==> config.mk <==
export PLATFORM = sky130hd
export DESIGN_NAME = frv_counters
export DESIGN_NICKNAME = d
export VERILOG_FILES = /design/src/rtl/frv_counters_pkg.sv /design/src/rtl/frv_counter64.sv /design/src/rtl/frv_counters.sv
export SDC_FILE = /design/constraint.sdc
export NUM_CORES = 1
export LEC_CHECK = 0
export ABC_CLOCK_PERIOD_IN_PS = 5200
export CORE_ASPECT_RATIO = 2
export CORE_UTILIZATION = 42
export CTS_BUF_LIST = sky130_fd_sc_hd__clkbuf_4 sky130_fd_sc_hd__clkbuf_8
export DETAILED_ROUTE_END_ITERATION = 8
export GPL_TIMING_DRIVEN = 0
export PLACE_DENSITY_LB_ADDON = 0.25
export SYNTH_ARGS = -nofsm -noshare
export SYNTH_HDL_FRONTEND = slang
export SYNTH_SLANG_ARGS = --single-unit
==> constraint.sdc <==
create_clock -name g_clk -period 5.2 [get_ports g_clk]
set_clock_uncertainty 0.05 [all_clocks]
set_input_delay 0.78 -clock g_clk [delete_from_list [all_inputs] [get_ports g_clk]]
set_output_delay 0.78 -clock g_clk [all_outputs]
set_load 0.01 [all_outputs]
==> src/rtl/frv_counters_pkg.sv <==
// Shared definitions for the timer / performance-counter block.
package frv_counters_pkg;

  // Register offsets inside the 16-byte window
  localparam logic [3:0] FRV_CTR_MTIME_LO    = 4'h0;
  localparam logic [3:0] FRV_CTR_MTIME_HI    = 4'h4;
  localparam logic [3:0] FRV_CTR_MTIMECMP_LO = 4'h8;
  localparam logic [3:0] FRV_CTR_MTIMECMP_HI = 4'hC;

  // Slots in the counter array
  localparam int NUM_CTR      = 4;
  localparam int CTR_MTIME    = 0;
  localparam int CTR_MTIMECMP = 1;
  localparam int CTR_CYCLE    = 2;
  localparam int CTR_INSTRET  = 3;

  typedef enum logic {
    ST_IDLE = 1'b0,
    ST_RESP = 1'b1
  } mmio_st_e;

  typedef struct packed {
    logic        req;
    logic        wen;
    logic [3:0]  strb;
    logic [31:0] wdata;
    logic [31:0] addr;
  } mmio_req_t;

  typedef struct packed {
    logic        error;
    logic [31:0] rdata;
  } mmio_rsp_t;

  // Byte-lane merge of new write data over an old 32-bit word
  function automatic logic [31:0] strb_merge(input logic [31:0] old_v,
                                             input logic [31:0] wd,
                                             input logic [3:0]  strb);
    logic [31:0] r;
    r = old_v;
    for (int b = 0; b < 4; b++)
      if (strb[b]) r[b*8 +: 8] = wd[b*8 +: 8];
    return r;
  endfunction

endpackage

==> src/rtl/frv_counter64.sv <==
// 64-bit counter with a byte-strobed 32-bit half write that beats the increment.
module frv_counter64
  import frv_counters_pkg::*;
#(
  parameter logic [63:0] RST_VAL = 64'h0
) (
  input  logic        g_clk,
  input  logic        g_resetn,
  input  logic        i_inc,
  input  logic        i_wen,
  input  logic        i_hi,
  input  logic [3:0]  i_strb,
  input  logic [31:0] i_wdata,
  output logic [63:0] o_val
);

  logic [63:0] r_val;

  // Write replaces one half (other half holds, no increment); otherwise count
  always_ff @(posedge g_clk or negedge g_resetn) begin
    if (!g_resetn)
      r_val <= RST_VAL;
    else if (i_wen) begin
      if (i_hi) r_val[63:32] <= strb_merge(r_val[63:32], i_wdata, i_strb);
      else      r_val[31:0]  <= strb_merge(r_val[31:0],  i_wdata, i_strb);
    end else if (i_inc)
      r_val <= r_val + 64'd1;
  end

  assign o_val = r_val;

endmodule

==> src/rtl/frv_counters.sv <==
// mtime/mtimecmp timer, cycle and instret counters, and the MMIO slave port.
module frv_counters
  import frv_counters_pkg::*;
#(
  parameter logic [31:0] MMIO_BASE = 32'h0000_1000,
  parameter int unsigned TIME_DIV  = 1
) (
  input  logic        g_clk,
  input  logic        g_resetn,
  input  logic        instr_ret,
  input  logic        inhibit_cy,
  input  logic        inhibit_ir,
  output logic [63:0] ctr_time,
  output logic [63:0] ctr_cycle,
  output logic [63:0] ctr_instret,
  output logic        int_mtime,
  input  logic        mmio_req,
  input  logic        mmio_wen,
  input  logic [3:0]  mmio_strb,
  input  logic [31:0] mmio_wdata,
  input  logic [31:0] mmio_addr,
  output logic        mmio_gnt,
  output logic        mmio_error,
  output logic [31:0] mmio_rdata
);

  localparam int PW = (TIME_DIV > 1) ? $clog2(TIME_DIV) : 1;
  localparam logic [PW-1:0] PRE_LAST = PW'(TIME_DIV - 1);

  mmio_st_e                     r_st, w_st_nxt;
  mmio_req_t                    w_req;
  mmio_rsp_t                    r_rsp, w_rsp;
  logic                         w_accept;
  logic [31:0]                  w_off;
  logic                         w_err;
  logic                         w_wr;
  logic [PW-1:0]                r_pre;
  logic                         w_tick;
  logic                         r_int;
  logic [NUM_CTR-1:0]           w_inc;
  logic [NUM_CTR-1:0]           w_wen;
  logic [NUM_CTR-1:0][63:0]     w_val;

  assign w_req = '{req: mmio_req, wen: mmio_wen, strb: mmio_strb,
                   wdata: mmio_wdata, addr: mmio_addr};

  // Wrapping subtraction: addresses below the base land far above 15
  assign w_off = w_req.addr - MMIO_BASE;
  assign w_err = (w_off > 32'd15) || (w_req.addr[1:0] != 2'b00);

  // An all-zero strobe is a legal no-op, so it must not suppress the tick
  assign w_wr  = w_accept && w_req.wen && !w_err && (|w_req.strb);

  assign w_tick = (r_pre == PRE_LAST);

  always_comb begin
    w_inc               = '0;
    w_inc[CTR_MTIME]    = w_tick;
    w_inc[CTR_CYCLE]    = !inhibit_cy;
    w_inc[CTR_INSTRET]  = instr_ret && !inhibit_ir;
    w_wen               = '0;
    w_wen[CTR_MTIME]    = w_wr && !w_off[3];
    w_wen[CTR_MTIMECMP] = w_wr &&  w_off[3];
  end

  for (genvar g = 0; g < NUM_CTR; g++) begin : g_ctr
    frv_counter64 #(
      .RST_VAL((g == CTR_MTIMECMP) ? {64{1'b1}} : 64'h0)
    ) u_ctr (
      .g_clk    (g_clk),
      .g_resetn (g_resetn),
      .i_inc    (w_inc[g]),
      .i_wen    (w_wen[g]),
      .i_hi     (w_off[2]),
      .i_strb   (w_req.strb),
      .i_wdata  (w_req.wdata),
      .o_val    (w_val[g])
    );
  end

  // mtime prescaler: wraps to zero on the tick cycle
  always_ff @(posedge g_clk or negedge g_resetn) begin
    if (!g_resetn) r_pre <= '0;
    else           r_pre <= w_tick ? '0 : r_pre + PW'(1);
  end

  // Interrupt is a registered unsigned compare of the current register values
  always_ff @(posedge g_clk or negedge g_resetn) begin
    if (!g_resetn) r_int <= 1'b0;
    else           r_int <= (w_val[CTR_MTIME] >= w_val[CTR_MTIMECMP]);
  end

  // Read mux sampled at acceptance, before that edge's increments land
  always_comb begin
    w_rsp = '{error: 1'b0, rdata: 32'h0};
    if (w_err)
      w_rsp.error = 1'b1;
    else begin
      case (w_off[3:0])
        FRV_CTR_MTIME_LO:    w_rsp.rdata = w_val[CTR_MTIME][31:0];
        FRV_CTR_MTIME_HI:    w_rsp.rdata = w_val[CTR_MTIME][63:32];
        FRV_CTR_MTIMECMP_LO: w_rsp.rdata = w_val[CTR_MTIMECMP][31:0];
        FRV_CTR_MTIMECMP_HI: w_rsp.rdata = w_val[CTR_MTIMECMP][63:32];
        default:             w_rsp.rdata = 32'h0;
      endcase
    end
  end

  // Slave FSM state register
  always_ff @(posedge g_clk or negedge g_resetn) begin
    if (!g_resetn) r_st <= ST_IDLE;
    else           r_st <= w_st_nxt;
  end

  // Slave FSM next state; a req still high in RESP is the finishing transfer
  always_comb begin
    w_st_nxt = r_st;
    w_accept = 1'b0;
    mmio_gnt = 1'b0;
    case (r_st)
      ST_IDLE: if (w_req.req) begin
        w_accept = 1'b1;
        w_st_nxt = ST_RESP;
      end
      ST_RESP: begin
        mmio_gnt = 1'b1;
        w_st_nxt = ST_IDLE;
      end
      default: w_st_nxt = ST_IDLE;
    endcase
  end

  // Response latch, loaded on acceptance
  always_ff @(posedge g_clk or negedge g_resetn) begin
    if (!g_resetn)     r_rsp <= '0;
    else if (w_accept) r_rsp <= w_rsp;
  end

  assign mmio_error  = r_rsp.error;
  assign mmio_rdata  = r_rsp.rdata;
  assign int_mtime   = r_int;
  assign ctr_time    = w_val[CTR_MTIME];
  assign ctr_cycle   = w_val[CTR_CYCLE];
  assign ctr_instret = w_val[CTR_INSTRET];

endmodule

==> impl_metrics.py <==
metrics = {
    "worst_setup_path": {
        "crit_family": "buffers and inverters",
        "end_kind": "flip-flop",
        "path_max_fanout": 10,
        "crit_chain": "clkdlybuf4s50_1 > o41ai_1 > nor2_1 > nand3_1 > clkbuf_1 > clkbuf_1 > clkbuf_1 > nand2_1 > a21oi_1 > nor2_1",
        "path_buf_inv": 4,
        "cpPeakStageDelay_ns": 0.78,
        "worstSetupStartpointType": "input port",
        "crit_type": "in -> reg",
        "crit_top_cell": "clkbuf_1",
        "crit_arrival_ns": 4.68,
        "cpMaxStageDelayCell": "o41ai_1",
        "required_ns": 5.63,
    },
    "yosys": {
        "synth_nets": 1739,
        "syn_inst": 1597,
        "async_reset_ff_frac": 1.000,
        "synth.distinct_cells": 68,
        "avgSynthCellArea_sq_um": 9.634,
        "synth.cell_area_sq_um": 15380,
        "synth_seq_cells": 291,
        "ys.warnings.count": 0,
        "synth_edf_count": 0,
        "ys_seq_area_frac": 0.4785,
        "ys.flop_type": "dfrtp_1",
    },
    "pwr": {
        "ir_worst_vdd_v": 0.0001975,
        "p_leak_nw": 8.875,
        "power.density_nw_per_um2": 248.0,
    },
    "placement": {
        "gp_congestion": 0.9427,
        "place_area_sq_um": 19040,
        "dp_slack_ns": 0.3371,
        "detailed_place_hpwl_um": 42530,
        "dpl.cell_count": 2350,
        "io_buffers": 301,
    },
    "die": {
        "core_sq_um": 35930,
        "floorplan.initialDensity": 0.4282,
        "ios": 302,
        "die_h_um": 272.7,
        "floorplan.die_area_sq_um": 37450,
        "rows": 98,
        "die_w_um": 137.3,
    },
    "timing": {
        "rsz0062_at_grt": "false",
        "slew_headroom": 0.09036,
        "finalSetupViolations": 0,
        "setup_slack_ns": 0.9524,
        "slew_viol_final": 0,
        "period_minus_slack_ns": 4.248,
        "timing.hold.ws_ns": 0.1872,
        "fmax_ghz": 0.2354,
        "finalCritPeriodShare": 0.8168,
        "finalHoldViolCount": 0,
        "worst_slew_pin_slew_ns": 1.352,
    },
    "drt": {
        "drt_iter0_drc": 731,
        "routedWlPerCell_um": 22.58,
        "drt_pre_antenna_iters": 6,
        "drc": 0,
        "viasPerCell": 5.850,
        "wl_um": 54940,
        "drtAntennaViolNets": 0,
        "vias": 14230,
    },
    "cts": {
        "cts_max_path_buffers": 3,
        "worstSkewPairLatency_ns": 0.61,
        "cts_resized": 0,
        "clk_pin_slew_ns": 0.07,
        "holdBufCountCts": 0,
        "h-tree-depth": 2,
        "cts_buffers": 46,
        "cts-root-buf": "clkbuf_8",
        "clock_sinks": 291,
        "cts_setup_buffers": 0,
        "tritoncts": "built",
    },
    "grt": {
        "grt_pass1_vias": 14660,
        "track_usage": 0.2957,
        "overflow": 0,
        "grt_start_max_net_pins": 105,
        "antenna_found_initial": 1,
        "grt_pass1_wl_um": 82430,
    },
    "finish": {
        "fin_util": 0.5581,
        "fin_area_sq_um": 20050,
        "fill_cells": 3236,
        "multi_input_area_sq_um": 7506,
        "fin_nets": 2090,
        "fin_cells": 2433,
        "seq_area_sq_um": 7362,
        "syn2layout_area_growth_pct": 30.33,
        "layout-drive-gt1-share": 0.09031,
    },
    "run": {
        "drv_cap": 0,
    },
    "hold_path": {
        "min_path_type": "in -> async",
    },
    "run_status": {
        "status": "complete, no violations",
    },
}
[report_power, final]
| part | switching [mW] | internal [mW] |
|---|---|---|
| Combinational | 0.206 | 0.208 |
| Clock | 0.972 | 1.20 |
| Sequential | 0.0662 | 2.32 |
| Total | 1.24 | 3.73 |
[area by class of cell]
type                    count  share of cell area
multi-input cells        1168              0.3744
flip-flops and latches    291              0.3672
repair buffers            303              0.1533
clock buffers              72             0.04505
well taps                 450             0.02808
inverters                  82             0.01535
plain buffers              56             0.01136
clock inverters            10            0.005242
diodes                      1           0.0001248
[cells in the final DEF (no fill, tap or decap), types with 4 or more instances in the layout]
master / Yosys / layout
o211ai_1: 8 / 8
or3_1: 5 / 5
and3_1: 36 / 36
nor4b_1: 6 / 4
nand4_1: 52 / 52
nor2_1: 111 / 111
dfstp_2: 64 / 64
clkbuf_4: 0 / 14
and4_1: 19 / 19
and2_1: 8 / 8
dfrtp_1: 227 / 227
nor3_1: 44 / 44
o21ai_0: 97 / 97
nand3_1: 80 / 80
nor2b_1: 5 / 5
a21oi_1: 60 / 60
o311ai_0: 5 / 5
o221a_2: 4 / 4
a22o_1: 64 / 64
xor2_1: 30 / 30
inv_1: 82 / 82
nand2_1: 200 / 200
a221o_1: 31 / 31
nor4_1: 25 / 24
ha_1: 67 / 67
xnor2_1: 96 / 96
a211oi_1: 21 / 21
o22ai_1: 14 / 14
nand2b_1: 9 / 9
clkbuf_1: 48 / 48
clkbuf_8: 0 / 58
a31oi_1: 5 / 5
or2_2: 4 / 4
clkinv_2: 0 / 6
a21o_1: 10 / 10
a311oi_1: 5 / 5
clkdlybuf4s50_1: 0 / 300
o32ai_1: 6 / 6
[metal layers]
| layer | routed length, um | GRT usage |
|---|---|---|
| met2 | 29270 | 0.5443 |
| met3 | 2878 | 0.04804 |
| met5 | 0 | 0 |
| met1 | 17450 | 0.2683 |
| met4 | 5337 | 0.2701 |
[cell usage after synthesis (52+ instances only)]
library cell | instances | share of area
a21oi_1 | 60 | 0.020
a22o_1 | 64 | 0.036
dfrtp_1 | 227 | 0.37
dfstp_2 | 64 | 0.11
ha_1 | 67 | 0.054
inv_1 | 82 | 0.020
nand2_1 | 200 | 0.049
nand3_1 | 80 | 0.026
nand4_1 | 52 | 0.021
nor2_1 | 111 | 0.027
o21ai_0 | 97 | 0.032
xnor2_1 | 96 | 0.055
[flip-flops by register name, indices dropped and copies added, names as in the netlist]
register           cells
g_ctr.u_ctr.o_val    256
int_mtime              1
mmio_error             1
mmio_rdata            32
r_st                   1
[path summary, 6_finish.rpt]
kind                                                from                       end  slack, ns  cells past startpoint
worst min register to register  g_ctr[3].u_ctr.o_val[63]  g_ctr[3].u_ctr.o_val[63]       0.42                      1
max in group asynchronous                       g_resetn   g_ctr[1].u_ctr.o_val[5]       3.49                      3
worst min-delay path                            g_resetn  g_ctr[2].u_ctr.o_val[44]       0.19                      1
min in group g_clk              g_ctr[3].u_ctr.o_val[63]  g_ctr[3].u_ctr.o_val[63]       0.42                      1
worst max register to register   g_ctr[0].u_ctr.o_val[2]  g_ctr[0].u_ctr.o_val[43]       1.35                      8
worst max-delay path                        mmio_strb[0]  g_ctr[0].u_ctr.o_val[35]       0.95                     10
[cell families after synthesis]
logic type               share of synthesized area
buffers and inverters                      0.03481
AND/OR/NAND/NOR                             0.2009
XOR/XNOR                                   0.07173
flip-flops                                  0.4785
adder cells (fa/ha/maj)                    0.05449
multiplexers                              0.002846
AO/OA/AOI/OAI                               0.1567
[stage by stage]
stage | setup TNS (ns) | total power [mW]
floorplan | 0 | 2.552
global placement | -2506.72 | 2.827
detailed placement | 0 | 2.842
CTS | 0 | 5.025
global route | 0 | 5.143
finish | 0 | 4.972
Power figures use the tool's default switching activity.
